### src/rtl/folded_neuron.sv
`default_nettype none
// ============================================================================
//  Module      : folded_neuron
//  Description : Time-multiplexed fixed-point neuron computing
//                act(sum(in[i]*w[i]) + bias) over N inputs with P multipliers,
//                N/P accumulation beats per vector, valid/ready on both sides,
//                run-time activation select and saturation flag.
//  Revision    : 1.0 - initial release
// ============================================================================
module folded_neuron #(
    parameter int N  = 8,
    parameter int P  = 2,
    parameter int QM = 12,
    parameter int QN = 20,
    parameter int WM = 6,
    parameter int WN = 10
) (
    input  logic                              clk,
    input  logic                              rst,
    input  logic                              in_valid,
    output logic                              in_ready,
    input  logic [N-1:0][QM+QN-1:0]           in,
    input  logic [N-1:0][WM+WN-1:0]           weights,
    input  logic [QM+QN-1:0]                  bias,
    input  logic [1:0]                        act_mode,
    output logic                              out_valid,
    input  logic                              out_ready,
    output logic [QM+QN-1:0]                  out,
    output logic                              sat
);

    localparam int W     = QM + QN;
    localparam int WW    = WM + WN;
    localparam int PW    = W + WW;
    localparam int AW    = PW + $clog2(N + 1);
    localparam int BEATS = N / P;
    localparam int BW    = (BEATS > 1) ? $clog2(BEATS) : 1;

    localparam logic [1:0] S_IDLE   = 2'd0;
    localparam logic [1:0] S_ACCUM  = 2'd1;
    localparam logic [1:0] S_FINISH = 2'd2;
    localparam logic [1:0] S_OUTPUT = 2'd3;

    // Representable range of the W-bit result, sign-extended to AW bits
    localparam logic signed [AW-1:0] MAX_S = {{(AW-W+1){1'b0}}, {(W-1){1'b1}}};
    localparam logic signed [AW-1:0] MIN_S = {{(AW-W+1){1'b1}}, {(W-1){1'b0}}};

    logic [1:0]            state_q, state_d;
    logic [BW-1:0]         beat_q, beat_d;
    logic signed [AW-1:0]  acc_q, acc_d;
    logic [N-1:0][W-1:0]   in_q, in_d;
    logic [N-1:0][WW-1:0]  w_q, w_d;
    logic [1:0]            mode_q, mode_d;
    logic [W-1:0]          out_q, out_d;
    logic                  sat_q, sat_d;

    logic                  accept;
    logic                  last_beat;
    logic signed [PW-1:0]  a_ext, b_ext, prod;
    logic signed [AW-1:0]  psum;
    logic signed [AW-1:0]  shifted;
    logic signed [W-1:0]   clamped;
    logic signed [W-1:0]   activated;
    logic                  clamp_hit;

    assign accept    = in_valid & in_ready;
    assign last_beat = (beat_q == BW'(BEATS - 1));
    assign out       = out_q;
    assign sat       = sat_q;

    // State and datapath registers; reset clears control and result only
    always_ff @(posedge clk) begin
        if (rst) begin
            state_q <= S_IDLE;
            beat_q  <= '0;
            acc_q   <= '0;
            out_q   <= '0;
            sat_q   <= 1'b0;
        end else begin
            state_q <= state_d;
            beat_q  <= beat_d;
            acc_q   <= acc_d;
            in_q    <= in_d;
            w_q     <= w_d;
            mode_q  <= mode_d;
            out_q   <= out_d;
            sat_q   <= sat_d;
        end
    end

    // Next-state logic
    always_comb begin
        state_d = state_q;
        case (state_q)
            S_IDLE:   if (accept)    state_d = S_ACCUM;
            S_ACCUM:  if (last_beat) state_d = S_FINISH;
            S_FINISH:                state_d = S_OUTPUT;
            S_OUTPUT: if (out_ready) state_d = S_IDLE;
            default:                 state_d = S_IDLE;
        endcase
    end

    // Handshake outputs depend only on the current state
    always_comb begin
        in_ready  = (state_q == S_IDLE);
        out_valid = (state_q == S_OUTPUT);
    end

    // Partial sum of the P products selected by the current beat
    always_comb begin
        a_ext = '0;
        b_ext = '0;
        prod  = '0;
        psum  = '0;
        for (int j = 0; j < P; j++) begin
            a_ext = {{WW{in_q[int'(beat_q) * P + j][W-1]}}, in_q[int'(beat_q) * P + j]};
            b_ext = {{W{w_q[int'(beat_q) * P + j][WW-1]}}, w_q[int'(beat_q) * P + j]};
            prod  = a_ext * b_ext;
            psum  = psum + {{(AW-PW){prod[PW-1]}}, prod};
        end
    end

    // Rescale, clamp to W bits (saturation judged before activation), activate
    always_comb begin
        shifted   = acc_q >>> WN;
        clamp_hit = 1'b0;
        clamped   = shifted[W-1:0];
        if (shifted > MAX_S) begin
            clamped   = MAX_S[W-1:0];
            clamp_hit = 1'b1;
        end else if (shifted < MIN_S) begin
            clamped   = MIN_S[W-1:0];
            clamp_hit = 1'b1;
        end
        case (mode_q)
            2'd1:    activated = clamped[W-1] ? '0 : clamped;
            2'd2:    activated = clamped[W-1] ? (clamped >>> 3) : clamped;
            default: activated = clamped;
        endcase
    end

    // Datapath register updates per state
    always_comb begin
        beat_d = beat_q;
        acc_d  = acc_q;
        in_d   = in_q;
        w_d    = w_q;
        mode_d = mode_q;
        out_d  = out_q;
        sat_d  = sat_q;
        case (state_q)
            S_IDLE: begin
                if (accept) begin
                    in_d   = in;
                    w_d    = weights;
                    mode_d = act_mode;
                    // Bias carries QN fraction bits; products carry QN+WN
                    acc_d  = {{(AW-W-WN){bias[W-1]}}, bias, {WN{1'b0}}};
                    beat_d = '0;
                end
            end
            S_ACCUM: begin
                acc_d  = acc_q + psum;
                beat_d = last_beat ? '0 : beat_q + BW'(1);
            end
            S_FINISH: begin
                out_d = activated;
                sat_d = clamp_hit;
            end
            default: ;
        endcase
    end

endmodule
`default_nettype wire
### config.mk
export PLATFORM = sky130hd
export DESIGN_NAME = folded_neuron
export DESIGN_NICKNAME = d
export VERILOG_FILES = /design/src/rtl/folded_neuron.sv
export SDC_FILE = /design/constraint.sdc
export NUM_CORES = 2
export LEC_CHECK = 0
export ABC_AREA = 1
export BUFFER_PORTS_ARGS = -buffer_cell sky130_fd_sc_hd__buf_4
export CAP_MARGIN = 15
export CORE_MARGIN = 1.5
export CORE_UTILIZATION = 60
export DETAILED_ROUTE_END_ITERATION = 10
export GPL_TIMING_DRIVEN = 1
export HOLD_SLACK_MARGIN = 0.15
export PLACE_DENSITY = 0.84
export SYNTH_ARGS = -nofsm -noshare
export SYNTH_HDL_FRONTEND = slang
export SYNTH_SLANG_ARGS = --single-unit
### constraint.sdc
create_clock -name clk -period 38.1 [get_ports clk]
set_input_delay 0 -clock clk [delete_from_list [all_inputs] [get_ports clk]]
set_output_delay 0 -clock clk [all_outputs]
set_load 0.02 [all_outputs]
==> results.cfg, run 1 <==
[cts]
clockBufferDepth = 3
post_cts_buffers = 0
h-tree-depth = 2
ctsHoldBuffers = 799
cts_sinks = 475
cts_resized = 0
cts-root-buf = clkbuf_16
cts_inserted_buffers = 49

[synth]
syn_inst = 6245
ys_types = 52
ys.flop_type = edfxtp_1
synthArstFlopShare = 0
post_synth.cell_area_avg_um2 = 9.37
synth.ff_latch_count = 475
syn-num-nets = 8016
yosysSeqAreaShare = 0.229
ys_warn_count = 0
netlist_area_um2 = 58500
synth_edf_count = 386

[global_routing]
track_usage = 0.703
grt_max_degree = 152
overflow = 896
first_global_vias = 68522
grt_pass1_wl_mm = 499

[outcome]
stop_stage = 5_1_grt
status = did not finish
tool.error = [ERROR GRT-0116] Global routing finished with congestion. Check the congestion regions in the DRC Viewer.

[floorplan]
rows = 114
die_width_um = 315
die_y_um = 315
initial_core_util = 0.606
num_io_pins = 457

[place]
portBuffers = 456
dpl.hpwl_mm = 147
gp_congestion = 1.02
## cell families after synthesis
kind of cell	Yosys count	share of synthesized area
buffers and inverters	1800	0.125
flip-flops	475	0.229
AO/OA/AOI/OAI	427	0.0584
AND/OR/NAND/NOR	2179	0.147
adder cells (fa/ha/maj)	1349	0.438
XOR/XNOR	15	0.00225
## synthesized netlist by cell type (all sizes together) (7+ instances only)
master  number  area (µm²)
inv       1567        5880
nand2     1380        5200
fa        1166       23300
nor2       589        2270
edfxtp     386       11600
a21oi      193         973
buf        192        1280
ha         183        2290
nand3      152         776
a32oi       95        1620
dfxtp       89        1780
o21ai       82         410
clkbuf      38         143
or2         25         156
a31oi       24         150
nand4       22         144
o21bai      14         105
xor2         8        70.1
nor3         7        40.0
o211ai       7        57.6
xnor2        7        61.3
## metrics by stage
| stage | cells | area (µm²) | setup WS [ns] | hold WS, ns | utilization |
|---|---|---|---|---|---|
| after floorplan | 6245 | 58500 | 20.16 | 0.0989 | - |
| after global placement | 7826 | 62800 | 28.07 | 0.178 | 0.650 |
| after detailed placement | 7826 | 62800 | 27.89 | 0.179 | 0.650 |
| after CTS | 8715 | 72400 | 27.78 | 0.151 | 0.750 |
## layer usage
layer | GRT usage | GRT overflow
met3 | 0.617 | 79
met5 | 0.414 | 8
met1 | 0.695 | 91
met2 | 0.832 | 431
met4 | 0.646 | 287
==> inputs of run 2 (changes only) <==
--- a/config.mk
+++ b/config.mk
@@ -9,11 +9,10 @@
 export BUFFER_PORTS_ARGS = -buffer_cell sky130_fd_sc_hd__buf_4
 export CAP_MARGIN = 15
 export CORE_MARGIN = 1.5
-export CORE_UTILIZATION = 60
+export CORE_UTILIZATION = 40
 export DETAILED_ROUTE_END_ITERATION = 10
 export GPL_TIMING_DRIVEN = 1
-export HOLD_SLACK_MARGIN = 0.15
-export PLACE_DENSITY = 0.84
+export PLACE_DENSITY_LB_ADDON = 0.15
 export SYNTH_ARGS = -nofsm -noshare
 export SYNTH_HDL_FRONTEND = slang
 export SYNTH_SLANG_ARGS = --single-unit
==> results.cfg, run 2 <==
[floorplan]
initial_core_util = 0.402
rows = 140
die_y_um = 385
fp.coreArea_um2 = 145000
dieArea_um2 = 149000
num_io_pins = 457
die_width_um = 385

[final_layout]
layout_common_cells = 1491 x inv_1, 1370 x nand2_1, 1166 x fa_1
final_layout_size_suffix_gt1_frac = 0.117
final_core_util = 0.480
fillCellCount = 13849
largest_register_ff_count = 256
final_common_cell = inv_1
area_delta_synth_final_pct = 19.3
fin_nets = 8818
finalNonFillerCells = 9011
largestRegisters = in_q: 256 flops, w_q: 128 flops, acc_q: 52 flops
regMostFlops = in_q
final_cell_area_um2 = 69800

[global_routing]
track_usage = 0.269
antenna_found_initial = 9
first_global_vias = 46686
grt_pass1_wl_mm = 295
overflow = 0
grt_max_degree = 124

[timing]
min_period_over_period = 0.282
clock_skew_ns = 0.0498
hold_violations = 0
setup_tns_ns = 0
slew_viol_final = 0
fmax_mhz = 93.2
tightest_slew_ns = 1.06
rsz0062_at_grt = no
setup_violations = 0
slew_headroom = 0.291
fin_crit_ns = 10.73

[worst_setup_path]
crit_path_start_kind = flip-flop
critPathCapture = acc_q[17]
end_kind = flip-flop
crit_type = reg2reg
rrSetupSlack_ns = 27.37
required_ns = 38.68
startpoint = beat_q[0]
path_buf_inv = 10
crit_cells = 30
reg2reg_depth = 30
worstReg2RegEnd = acc_q[17]
cp_common_cell = fa_1
r2r_start = beat_q[0]
slowest_stage = fa_1
cp_top_family = adder cells
critPathMaxStageDelay_ns = 0.88
critical_path_peak_fanout = 79
arrival_ns = 11.31

[cts]
clkTransAtPathRegs_ns = 0.06
h-tree-depth = 2
cts-root-buf = clkbuf_16
post_cts_buffers = 0
clk_latency_ns = 0.68
cts_inserted_buffers = 56
cts_tree = yes
cts_sinks = 475
clockBufferDepth = 3

[synth]
synth_edf_count = 386
synth.ff_latch_count = 475
ys_types = 52
ys.flop_type = edfxtp_1
synth_top_area_share = 0.399
synth_common_cells = 1493 x inv_1, 1371 x nand2_1, 1166 x fa_1
synth.area.top_cells = fa_1 40%, edfxtp_1 20%, inv_1 9.6%, nand2_1 8.8%, ha_1 3.9%
yosysSeqAreaShare = 0.229
ys_warn_count = 0
post_synth.cell_area_avg_um2 = 9.37
synth_most_common_cell = inv_1
synth_top_area_cell = fa_1
syn_inst = 6245
syn-num-nets = 8016
netlist_area_um2 = 58500
synthArstFlopShare = 0

[route]
routed_via_density = 4.98
wl_per_cell_um = 22.0
ant_nets = 0
drc = 0
wl_mm = 198
vias = 44879
dr.pass1.iters = 5
drtIter0Drc = 3282

[flow_run]
cap_violations = 0

[place]
dp.cells = 8471
gp_congestion = 0.945
portBuffers = 456
dpl-instance-area_um2 = 63600
dpl.hpwl_mm = 163

[worst_hold_path]
hold_class = in2reg

[outcome]
status = finished clean
## run 2: cell counts after synthesis
Identical to the previous run, type by type.
## run 2: cells by family after synthesis
kind of cell	synth area share
xor+xnor	0.00225
compound gates	0.0584
flops	0.229
simple gates	0.147
fa+ha+maj	0.438
buf+inv	0.125
## run 2: routing by layer
metal	global-route usage	routed length [µm]
met1	0.355	79500
met4	0.0842	6910
met2	0.451	98800
met3	0.0481	13100
met5	0	39
## run 2: per-stage QoR
stage / worst slack, ns / hold WS [ns]
3_5_place_dp: 27.83 / 0.179
3_3_place_gp: 27.98 / 0.178
5_1_grt: 27.03 / 0.0104
6_report: 27.37 / 0.0353
2_1_floorplan: 20.16 / 0.0989
4_1_cts: 27.44 / 0.00145
## run 2: final cells by class
cell class,count,area (µm²),area share
clock buffers,66,1440,0.0206
multi-input cells,3970,37900,0.542
clock inverters,34,403,0.00577
repair buffers,974,8400,0.120
diodes,5,12.5,0.000179
well taps,1917,2400,0.0344
flip-flops and latches,475,13400,0.192
inverters,1570,5910,0.0846
## run 2: repair_timing
item,CTS,global route
hold endpoints to repair,452,0
hold buffers,435,0
resized for setup,0,0
setup endpoints to repair,0,0
## run 2: worst min-delay path by stage
stage / from / to / slack, ns / depth (start not counted)
3_3_place_gp: in[152] / in_q[152] / 0.18 / 1
2_1_floorplan: in[0] / in_q[0] / 0.1 / 0
4_1_cts: weights[4] / w_q[4] / 0.001 / 2
3_5_place_dp: weights[1] / w_q[1] / 0.18 / 1
5_1_grt: in[235] / in_q[235] / 0.01 / 2
6_report: in[85] / in_q[85] / 0.04 / 2
Power of run 2 is left out: the tool's default activity adds up to more than one toggle a clock period on the data nets, which glitch-free logic cannot reach.
